==> src/rtl/mips_pkg.sv <==
// Shared definitions for the MIPS pipeline slice around the memory stage.
// Contents:
//   mem_state_t   - memory-stage FSM state (IDLE, ACCESS)
//   DATA_W        - datapath width
//   MEM_TIMEOUT   - ACCESS cycles allowed before the request is abandoned
//   ERR_MISALIGN  - err bit index: misaligned access attempted
//   ERR_TIMEOUT   - err bit index: memory never acknowledged
//   is_aligned()  - word-alignment test on the two address LSBs
package mips_pkg;

  typedef enum logic {
    IDLE   = 1'b0,
    ACCESS = 1'b1
  } mem_state_t;

  localparam int          DATA_W       = 32;
  localparam int unsigned MEM_TIMEOUT  = 255;
  localparam int          ERR_MISALIGN = 0;
  localparam int          ERR_TIMEOUT  = 1;

  function automatic logic is_aligned(input logic [1:0] addr_lsb);
    return addr_lsb == 2'b00;
  endfunction

endpackage

==> src/rtl/mem_stage_if.sv <==
// Data-memory request/acknowledge bus between the memory stage and the
// data memory.
//   req    master->slave  request, held until ack
//   we     master->slave  1=write, 0=read
//   addr   master->slave  word address
//   wdata  master->slave  store data
//   ack    slave->master  single-cycle completion pulse
//   rdata  slave->master  read data, valid while ack=1
interface mem_stage_if;
  import mips_pkg::*;

  logic              req;
  logic              we;
  logic [DATA_W-1:0] addr;
  logic [DATA_W-1:0] wdata;
  logic              ack;
  logic [DATA_W-1:0] rdata;

  modport master (
    output req, we, addr, wdata,
    input  ack, rdata
  );

  modport slave (
    input  req, we, addr, wdata,
    output ack, rdata
  );

endinterface

==> src/rtl/reg32.sv <==
// 32-bit data register with synchronous active-high reset and load enable.
//   clk  in   clock
//   rst  in   synchronous reset, clears q
//   en   in   load d into q on the rising edge
//   d    in   data in
//   q    out  registered data
module reg32 #(
  parameter int DATA_W = 32
) (
  input  logic              clk,
  input  logic              rst,
  input  logic              en,
  input  logic [DATA_W-1:0] d,
  output logic [DATA_W-1:0] q
);

  always_ff @(posedge clk) begin
    if (rst) begin
      q <= '0;
    end else if (en) begin
      q <= d;
    end
  end

endmodule

==> src/rtl/mem_stage.sv <==
// MIPS memory stage with a request/ack data-memory port and the MEM/WB
// pipeline register.
//   clk, rst                    clock, synchronous active-high reset
//   MemRead_in .. zero_in       EX/MEM control bits and ALU zero flag
//   wn_in, alu_in, rd2_in       destination reg, ALU result/address, store data
//   dmem                        data-memory bus (master side)
//   stall                       freeze EX/MEM and earlier stages
//   PCSrc                       branch taken (never masked by stall)
//   RegWrite_out .. alu_out     MEM/WB register outputs
//   err                         sticky flags: [0] misaligned, [1] timeout
module mem_stage
  import mips_pkg::*;
(
  input  logic              clk,
  input  logic              rst,
  input  logic              MemRead_in,
  input  logic              MemWrite_in,
  input  logic              Branch_in,
  input  logic              RegWrite_in,
  input  logic              MemtoReg_in,
  input  logic              zero_in,
  input  logic [4:0]        wn_in,
  input  logic [DATA_W-1:0] alu_in,
  input  logic [DATA_W-1:0] rd2_in,
  mem_stage_if.master       dmem,
  output logic              stall,
  output logic              PCSrc,
  output logic              RegWrite_out,
  output logic              MemtoReg_out,
  output logic [4:0]        wn_out,
  output logic [DATA_W-1:0] rdata_out,
  output logic [DATA_W-1:0] alu_out,
  output logic [1:0]        err
);

  // The counter holds the number of un-acked ACCESS cycles already spent, so
  // the cycle that finds it at MEM_TIMEOUT-1 is the last one allowed: the
  // request is then held for exactly MEM_TIMEOUT cycles.
  localparam logic [7:0] TMO_LAST = 8'(MEM_TIMEOUT - 1);

  mem_state_t        state, state_nx;
  logic [7:0]        cnt;
  logic              we_r;
  logic [DATA_W-1:0] addr_r;
  logic [DATA_W-1:0] wdata_r;
  logic [1:0]        err_r;

  logic mem_op;
  logic aligned;
  logic start;
  logic misalign;
  logic tmo;
  logic capture;
  logic rd_load;

  // A write takes precedence when both read and write are asserted, which
  // falls out of using MemWrite_in alone as the direction bit.
  assign mem_op  = MemRead_in | MemWrite_in;
  assign aligned = is_aligned(alu_in[1:0]);
  assign PCSrc   = Branch_in & zero_in;

  assign dmem.req   = (state == ACCESS);
  assign dmem.we    = we_r;
  assign dmem.addr  = addr_r;
  assign dmem.wdata = wdata_r;
  assign err        = err_r;

  // ---- Stage decode: next state, stall and MEM/WB load controls ----
  always_comb begin
    state_nx = state;
    start    = 1'b0;
    misalign = 1'b0;
    tmo      = 1'b0;
    capture  = 1'b0;
    rd_load  = 1'b0;
    stall    = 1'b0;
    case (state)
      IDLE: begin
        if (!mem_op) begin
          capture = 1'b1;
        end else if (aligned) begin
          start    = 1'b1;
          stall    = 1'b1;
          state_nx = ACCESS;
        end else begin
          misalign = 1'b1;
        end
      end
      ACCESS: begin
        // ack is checked first so a completion on the final allowed cycle
        // is honoured rather than reported as a timeout.
        if (dmem.ack) begin
          capture  = 1'b1;
          rd_load  = ~we_r;
          state_nx = IDLE;
        end else if (cnt == TMO_LAST) begin
          tmo      = 1'b1;
          state_nx = IDLE;
        end else begin
          stall = 1'b1;
        end
      end
      default: state_nx = IDLE;
    endcase
  end

  // ---- FSM, timeout counter, request registers and error flags ----
  always_ff @(posedge clk) begin
    if (rst) begin
      state   <= IDLE;
      cnt     <= 8'd0;
      we_r    <= 1'b0;
      addr_r  <= '0;
      wdata_r <= '0;
      err_r   <= 2'b00;
    end else begin
      state <= state_nx;
      if (start) begin
        we_r    <= MemWrite_in;
        addr_r  <= alu_in;
        wdata_r <= rd2_in;
        cnt     <= 8'd0;
      end else if (state == ACCESS && !dmem.ack && !tmo) begin
        cnt <= cnt + 8'd1;
      end
      if (misalign) begin
        err_r[ERR_MISALIGN] <= 1'b1;
      end
      if (tmo) begin
        err_r[ERR_TIMEOUT] <= 1'b1;
      end
    end
  end

  // ---- MEM/WB control: capture on completion, otherwise a bubble ----
  always_ff @(posedge clk) begin
    if (rst) begin
      RegWrite_out <= 1'b0;
      MemtoReg_out <= 1'b0;
      wn_out       <= 5'd0;
    end else if (capture) begin
      RegWrite_out <= RegWrite_in;
      MemtoReg_out <= MemtoReg_in;
      wn_out       <= wn_in;
    end else begin
      RegWrite_out <= 1'b0;
      MemtoReg_out <= 1'b0;
      wn_out       <= 5'd0;
    end
  end

  // ---- MEM/WB data: bubbles leave both registers holding ----
  reg32 #(.DATA_W(DATA_W)) u_alu_reg (
    .clk (clk),
    .rst (rst),
    .en  (capture),
    .d   (alu_in),
    .q   (alu_out)
  );

  reg32 #(.DATA_W(DATA_W)) u_rdata_reg (
    .clk (clk),
    .rst (rst),
    .en  (rd_load),
    .d   (dmem.rdata),
    .q   (rdata_out)
  );

endmodule
==> src/flat_wrapper.sv <==
// flat-port wrapper written by rule: the top's interface ports become plain ports
module mem_stage_flat import mips_pkg::*;
  (clk, rst, MemRead_in, MemWrite_in, Branch_in, RegWrite_in, MemtoReg_in, zero_in, wn_in, alu_in, rd2_in, stall, PCSrc, RegWrite_out, MemtoReg_out, wn_out, rdata_out, alu_out, err, dmem_req, dmem_we, dmem_addr, dmem_wdata, dmem_ack, dmem_rdata);
  mem_stage_if dmem_i ();
  input  logic clk;
  input  logic rst;
  input  logic MemRead_in;
  input  logic MemWrite_in;
  input  logic Branch_in;
  input  logic RegWrite_in;
  input  logic MemtoReg_in;
  input  logic zero_in;
  input  logic [4:0] wn_in;
  input  logic [DATA_W-1:0] alu_in;
  input  logic [DATA_W-1:0] rd2_in;
  output logic stall;
  output logic PCSrc;
  output logic RegWrite_out;
  output logic MemtoReg_out;
  output logic [4:0] wn_out;
  output logic [DATA_W-1:0] rdata_out;
  output logic [DATA_W-1:0] alu_out;
  output logic [1:0] err;
  output wire logic [$bits(dmem_i.req)-1:0] dmem_req;
  output wire logic [$bits(dmem_i.we)-1:0] dmem_we;
  output wire logic [$bits(dmem_i.addr)-1:0] dmem_addr;
  output wire logic [$bits(dmem_i.wdata)-1:0] dmem_wdata;
  input wire logic [$bits(dmem_i.ack)-1:0] dmem_ack;
  input wire logic [$bits(dmem_i.rdata)-1:0] dmem_rdata;
  assign dmem_req = dmem_i.req;
  assign dmem_we = dmem_i.we;
  assign dmem_addr = dmem_i.addr;
  assign dmem_wdata = dmem_i.wdata;
  assign dmem_i.ack = dmem_ack;
  assign dmem_i.rdata = dmem_rdata;
  mem_stage u_core (.clk(clk), .rst(rst), .MemRead_in(MemRead_in), .MemWrite_in(MemWrite_in), .Branch_in(Branch_in), .RegWrite_in(RegWrite_in), .MemtoReg_in(MemtoReg_in), .zero_in(zero_in), .wn_in(wn_in), .alu_in(alu_in), .rd2_in(rd2_in), .dmem(dmem_i), .stall(stall), .PCSrc(PCSrc), .RegWrite_out(RegWrite_out), .MemtoReg_out(MemtoReg_out), .wn_out(wn_out), .rdata_out(rdata_out), .alu_out(alu_out), .err(err));
endmodule
==> config.mk <==
export PLATFORM = sky130hd
export DESIGN_NAME = mem_stage_flat
export DESIGN_NICKNAME = d
export VERILOG_FILES = /design/src/rtl/mips_pkg.sv /design/src/rtl/mem_stage_if.sv /design/src/rtl/reg32.sv /design/src/rtl/mem_stage.sv /design/src/flat_wrapper.sv
export SDC_FILE = /design/constraint.sdc
export NUM_CORES = 1
export LEC_CHECK = 0
export CAP_MARGIN = 20
export CELL_PAD_IN_SITES_DETAIL_PLACEMENT = 1
export CELL_PAD_IN_SITES_GLOBAL_PLACEMENT = 2
export CORE_MARGIN = 2
export CORE_UTILIZATION = 32
export CTS_BUF_LIST = sky130_fd_sc_hd__clkbuf_8
export CTS_CLUSTER_SIZE = 8
export DETAILED_ROUTE_END_ITERATION = 10
export DONT_BUFFER_PORTS = 1
export GPL_TIMING_DRIVEN = 0
export PLACE_DENSITY_LB_ADDON = 0.12
export SYNTH_ARGS = -nofsm -noshare
export SYNTH_HDL_FRONTEND = slang
export SYNTH_SLANG_ARGS = --single-unit
==> constraint.sdc <==
create_clock -name clk -period 1.3 [get_ports clk]
set_input_delay 0.195 -clock clk [delete_from_list [all_inputs] [get_ports clk]]
set_output_delay 0.195 -clock clk [all_outputs]
set_load 0.005 [all_outputs]
==> results by group, run 1 <==
Drt
  • First DRT Iteration DRCs: between 100 and 150
  • Met3 wire len: roughly 1700 um
  • TritonRoute pass-1 iters: 4
  • Via count: between 5000 and 6000
  • Vias per inst: 5.32
  • Routed WL: 21800 um
  • Highest routed layer: met4
  • Post-DRT Antenna Nets: 0
  • # DRC: 0
  • Metal-1 WL: roughly 9000 um
  • Metal2 WL: between 10000 and 15000 um
  • Wire per inst: between 20 and 25 um

STA
  • Endpoints failing hold: 0
  • Fin crit period: around 1.6 ns
  • Fin crit share: 121%
  • Final number of setup-violating endpoints: between 100 and 150
  • Worst Setup Slack, final: -0.275 ns
  • Relative slew slack: about 47%
  • Layout Skew: between 0.01 and 0.015 ns
  • FMAX: about 0.64 GHz
  • RSZ-0062 raised after global routing: true
  • Worst-Margin Slew: between 0.7 and 0.8 ns
  • Final Hold Slack: about 0.042 ns
  • Max Slew Vio Count: 0

Hold path
  • Worst Hold Endpoint: u_core.u_alu_reg.q[30]
  • Hold depth: 3
  • Hold Path Class: input pin to register
  • Hold_sp: MemRead_in

Clocking
  • Clk sinks: ~150
  • Worst skew pair latency: around 0.45 ns
  • Total CTS buffers: 17
  • H-tree depth: 4
  • Worst-path clk slew: ~0.090 ns
  • Clock root cell: clkbuf_8
  • TritonCTS clock tree: done
  • Clock Path Buffers: 2

Power and ir drop
  • Power density cells: between 1000 and 1500 nW/um2
  • Switching power: 2.77 mW
  • Gate power share: a little over an eighth
  • Static Leak: 2.90 nW
  • Sequential share of power: 46.2%
  • Net Sw Frac: a little over a quarter
  • Worst vdd ir: between 0.0006 and 0.0007 V
  • Pint: approximately 7.7 mW
  • Clock power frac: about two fifths

Global routing
  • Initial antenna violation count: 0
  • Tot GR Track Use: 23.1%
  • Grt total ovfl: 0
  • Pin count of the biggest net entering global routing: 17
  • Vias in the first global route: around 6000
  • First-pass GRT wire length: between 30000 and 40000 um

Critical path
  • Reg-to-reg slack, setup: -0.19 ns
  • Worst setup SP type: register
  • CP max-delay cell: dfxtp_4
  • Reg2Reg Depth: 5
  • Crit-path cells: o21ba_4 -> buf_8 -> buf_8 -> nand2_4 -> nand2_4
  • Crit path DAT: 1.38 ns
  • Critical path class: register to output pin
  • CP required: ~1.1 ns
  • Largest stage delay on the critical path: about 0.37 ns
  • Reg-to-reg critical path endpoint: u_core.u_alu_reg.q[5]
  • Crit. End Element: output pin
  • Worst Path Max Fanout: 3
  • R2R Path Start: u_core.dmem.req

Cells and area
  • Fin util: between 40% and 50%
  • Share of cells above drive strength 1: roughly 25%
  • Fin cells: ~1100
  • Filler cell count in the final layout: approximately 2000
  • Commonest non-fill, non-tap cell in the layout: dfxtp_1
  • Area growth syn-to-layout: 50.3%
  • Nets: ~940
  • Antenna cells: 0
  • Most frequent cells in the layout: 140 x dfxtp_1, 114 x a21oi_1, 105 x dlygate4sd3_1, 76 x nand3_1, 65 x nand2_1

Floorplan
  • Starting Density: between 30 and 40%
  • Core region area: roughly 17000 um2
  • Number of placement rows: 48
  • Die area: ~19000 um2
  • Die outline height: 136 um
  • # IOs: 251
  • Die width: 136 um

Synthesis
  • Synth warnings: 0
  • Top post-synthesis cells by area: dfxtp_1 53%, a21oi_1 12%, nand3_1 8.7%
  • Area leader, netlist: dfxtp_1
  • Mapped Cells: around 680
  • Mapped Avg Cell Area: around 8.3 um2
  • EDFF count, synth: 0
  • Post-Synthesis Cell Area: ~5600 um2
  • Ys async rst share: 0%
  • Syn_nets: between 700 and 800
  • Synth cell types: 39
  • FF+latch count, synth: approximately 150
  • Top FF cell, synth: dfxtp_1
  • Sequential fraction of the synthesis area: between 50% and 60%
  • Post-synth top area share: between 50 and 60%

Place
  • Placed Cells: 900
  • Buffers on Ports: 0
  • Pre-CTS WS: -0.381 ns
  • Dpl hpwl: between 10000 and 15000 um
  • Placer Congestion: between 0.7 and 0.8

Run
  • # Max-Cap Violations: 0

Run status
  • Failing checks: negative setup slack
  • Status: finished, violations left
==> metal layers <==
metal,track usage [%],vias up
li1,-,2684
met1,26.8,2771
met2,39.7,169
met3,8.05,31
met4,7.70,0
met5,0,-
==> layout make-up <==
type / count / area, um2 / area share (%)
Buffer: 64 / 508 / 6.04
Clock buffer: 18 / 248 / 2.95
Clock inverter: 14 / 225 / 2.68
Inverter: 5 / 21.3 / 0.253
Multi-Input combinational cell: 456 / 2790 / 33.2
Sequential cell: 147 / 2960 / 35.2
Tap cell: 225 / 282 / 3.35
Timing Repair Buffer: 134 / 1370 / 16.3
==> worst max-delay path by stage <==
stage	startpoint	endpoint
floorplan	u_core.cnt[0]	u_core.cnt[3]
finish	u_core.dmem.req	stall
global route	u_core.cnt[0]	stall
global placement	u_core.dmem.req	u_core.dmem.wdata[28]
CTS	u_core.dmem.req	stall
detailed placement	u_core.dmem.req	u_core.u_alu_reg.q[16]
==> stage by stage <==
| stage | instance area (um2) | total power [mW] | setup TNS, ns |
|---|---|---|---|
| after floorplan | 5670 | 5.40 | -0.0151 |
| after global placement | 5950 | 5.63 | -29.54 |
| after global routing | 8410 | 11.0 | -19.91 |
| final | 8410 | 10.5 | -10.35 |
| after detailed placement | 5950 | 5.66 | -35.29 |
| after CTS | 8200 | 10.5 | -13.86 |
==> sequential cells by signal, indices dropped and copies added, names as in the netlist <==
name	count
u_core.err	2
u_core.dmem.req	1
u_core.RegWrite_out	1
u_core.u_rdata_reg.q	32
u_core.MemtoReg_out	1
u_core.dmem.addr	32
u_core.cnt	8
u_core.dmem.we	1
u_core.dmem.wdata	32
u_core.wn_out	5
u_core.u_alu_reg.q	32
==> cells in the mapped netlist, drive strengths merged (3+ instances only) <==
cell / instances
a21oi: 131
nand2: 68
nor2: 9
a211oi: 5
nand3: 97
and2: 9
buf: 25
mux2i: 4
dfxtp: 147
inv: 5
clkbuf: 43
a31oi: 3
o21ai: 102
==> power by group through the flow <==
| stage | clock network (mW) | registers, mW | logic (mW) |
|---|---|---|---|
| floorplan | 0 | 4.88 | 0.524 |
| global placement | 0 | 4.93 | 0.692 |
| detailed placement | 0 | 4.94 | 0.725 |
| CTS | 4.33 | 4.83 | 1.32 |
| global route | 4.60 | 4.87 | 1.51 |
| finish | 4.25 | 4.84 | 1.39 |
==> worst max-delay path: cells and delay by family, from the launching register on <==
family / cells / cell delay (ns)
flip-flops: 1 / 0.37
buffers and inverters: 2 / 0.20
AO/OA/AOI/OAI: 1 / 0.24
AND/OR/NAND/NOR: 2 / 0.11
==> cells by family after synthesis <==
kind of cell	count (synthesis)	synth area share (%)
AOI/OAI and AO/OA	248	23.2
and+or+nand+nor	201	17.2
DFF	147	52.6
buffers and inverters	73	5.79
muxes	4	0.716
adders and majority gates	2	0.447
==> what timing repair did <==
action	CTS	global route
setup endpoints to repair	143	144
gates resized for setup	185	96
hold endpoints to repair	140	0
hold buffers	105	0
setup buffers	19	4
pin swaps	26	22
cloned	8	1
Note: power is estimated with default switching activity, not from simulation.
==> run 2, diff against run 1 <==
==> constraint.sdc (replaced) <==
create_clock -name clk -period 1.3 [get_ports clk]
set_input_delay 0.065 -clock clk [delete_from_list [all_inputs] [get_ports clk]]
set_output_delay 0.065 -clock clk [all_outputs]
set_load 0.005 [all_outputs]
==> run 2 against run 1 <==
Net effect: the run still ends with negative setup slack left; core utilization increased by 0.39 points; critical path depth decreased by 1; sequential power about the same; flip-flop and latch count unchanged; wire length decreased by 1.1%; clock-buffer cell count unchanged; register-to-register slack improved by 0.02 ns; clock skew increased by 0.0015 ns; setup slack improved by 0.10 ns; highest routed layer unchanged.
==> results by group, run 2 (synthesis results as in run 1) <==
Place
  • Pre-CTS WS: -0.381 ns
  • Buffers on Ports: 0
  • Placed instance area: slightly below 6000 um2
  • Placer Congestion: 0.731
  • Dpl hpwl: 14200 um
  • Placed Cells: 900

Floorplan
  • Die area: approximately 19000 um2
  • Die outline height: between 100 and 150 um
  • Number of placement rows: 48
  • # IOs: around 250
  • Core region area: 17200 um2
  • Starting Density: approximately a third
  • Die width: roughly 140 um

Power and ir drop
  • Power density cells: 1240 nW/um2
  • Power, Total: 10.5 mW
  • Static Leak: roughly 2.9 nW
  • Worst vdd ir: about 0.00064 V

Global routing
  • Tot GR Track Use: around 23%
  • Grt total ovfl: 0
  • Vias in the first global route: 5992
  • Initial antenna violation count: 0
  • First-pass GRT wire length: ~32000 um
  • Pin count of the biggest net entering global routing: 17

Clocking
  • Worst-path clk slew: around 0.090 ns
  • Clk sinks: ~150
  • Total CTS buffers: 17
  • Clock Path Buffers: 2
  • TritonCTS clock tree: done
  • Clock root cell: clkbuf_8
  • H-tree depth: 4
  • Worst skew pair latency: between 0.4 and 0.5 ns

STA
  • Max Slew Vio Count: 0
  • Final number of setup-violating endpoints: slightly above 100
  • Final setup TNS: -9.23 ns
  • Fin crit period: between 1 and 1.5 ns
  • Worst Setup Slack, final: -0.171 ns
  • Fin crit share: 113%
  • Layout Skew: roughly 0.015 ns
  • RSZ-0062 raised after global routing: true
  • Relative slew slack: a little under half
  • Final Hold Slack: around 0.033 ns
  • Worst-Margin Slew: approximately 0.8 ns
  • FMAX: 0.680 GHz
  • Endpoints failing hold: 0

Critical path
  • CP delay by family, top: simple AND/OR/NAND/NOR gates
  • Worst path bufs/invs: 1
  • Reg-to-reg slack, setup: -0.17 ns
  • Crit path DAT: around 1.9 ns
  • Critical path depth in cells: 4
  • Reg-to-reg critical path endpoint: u_core.wn_out[2]
  • CP max-delay cell: or3_4
  • Worst Path Max Fanout: 11
  • Critical path class: register to register
  • R2R Path Start: u_core.dmem.req
  • Reg2Reg Depth: 4
  • Crit-path cells: buf_12 -> or3_4 -> a21oi_4 -> and2_1
  • Crit. End Element: register
  • CP required: about 1.7 ns
  • Largest stage delay on the critical path: between 0.4 and 0.5 ns
  • Crit. Startpoint: u_core.dmem.req
  • Worst setup SP type: register
  • Crit path to: u_core.wn_out[2]

Cells and area
  • Design area: 8470 um2
  • Commonest non-fill, non-tap cell in the layout: dfxtp_1
  • Fin cells: between 1000 and 1500
  • Share of cells above drive strength 1: 26.5%
  • Most frequent cells in the layout: 140 x dfxtp_1, 112 x a21oi_1, 107 x dlygate4sd3_1, 83 x nand3_1, 65 x nand2_1
  • Fin util: about half
  • Nets: 936
  • Antenna cells: 0
  • Area growth syn-to-layout: 51.5%

Run status
  • Status: finished, violations left
  • Failing checks: negative setup slack

Drt
  • TritonRoute pass-1 iters: 4
  • First DRT Iteration DRCs: 140
  • Vias per inst: around 5.3
  • Routed WL: 21500 um
  • Via count: 5644
  • # DRC: 0
  • Wire per inst: roughly 20 um
  • Post-DRT Antenna Nets: 0

Hold path
  • Hold Path Class: input pin to register

Run
  • # Max-Cap Violations: 0
## run 2: cell type report
| class | instances | area, um2 |
|---|---|---|
| clock inverter | 14 | 225 |
| fill | 1976 | 8700 |
| multi-input combinational | 456 | 2860 |
| inverter | 5 | 21.3 |
| tap | 225 | 282 |
| buffer | 62 | 510 |
| clock buffer | 18 | 248 |
| timing repair buffer | 135 | 1370 |
| sequential | 147 | 2960 |
## run 2: metal layers
| metal | wire length, um | vias to the layer above | GRT usage, % |
|---|---|---|---|
| li1 | - | 2689 | - |
| met4 | 400 | 0 | 7.35 |
| met3 | 1690 | 28 | 7.98 |
| met2 | 10600 | 163 | 38.6 |
| met5 | 0 | - | 0 |
| met1 | 8790 | 2764 | 26.2 |
## run 2: how the worst min path moves through the flow
stage | slack [ns] | end | cells past startpoint | start
global placement | 0.19 | u_core.wn_out[1] | 1 | wn_in[1]
floorplan | 0.19 | u_core.MemtoReg_out | 1 | MemtoReg_in
detailed placement | 0.19 | u_core.MemtoReg_out | 1 | MemtoReg_in
CTS | -0.11 | u_core.u_alu_reg.q[30] | 3 | MemRead_in
global route | -0.0006 | u_core.cnt[3] | 3 | dmem_ack
finish | 0.03 | u_core.cnt[3] | 3 | dmem_ack
## run 2: power breakdown
group          switching, mW  leakage (nW)  internal, mW
logic                  0.726          1.46         0.663
clock network           1.90         0.232          2.36
registers              0.175          1.20          4.67
total                   2.80          2.89          7.70
## run 2: tightest hold or removal path, cell delays in order
cell and delay (ns):
nand4b_1 0.21, a211oi_2 0.08, mux2i_1 0.10
## run 2: repair_timing
action	CTS	global route
endpoints found under the hold margin	143	2
cloned	6	2
resized for setup	152	142
pin swaps	7	35
setup buffers	15	6
setup endpoints to repair	143	144
hold buffers	106	1
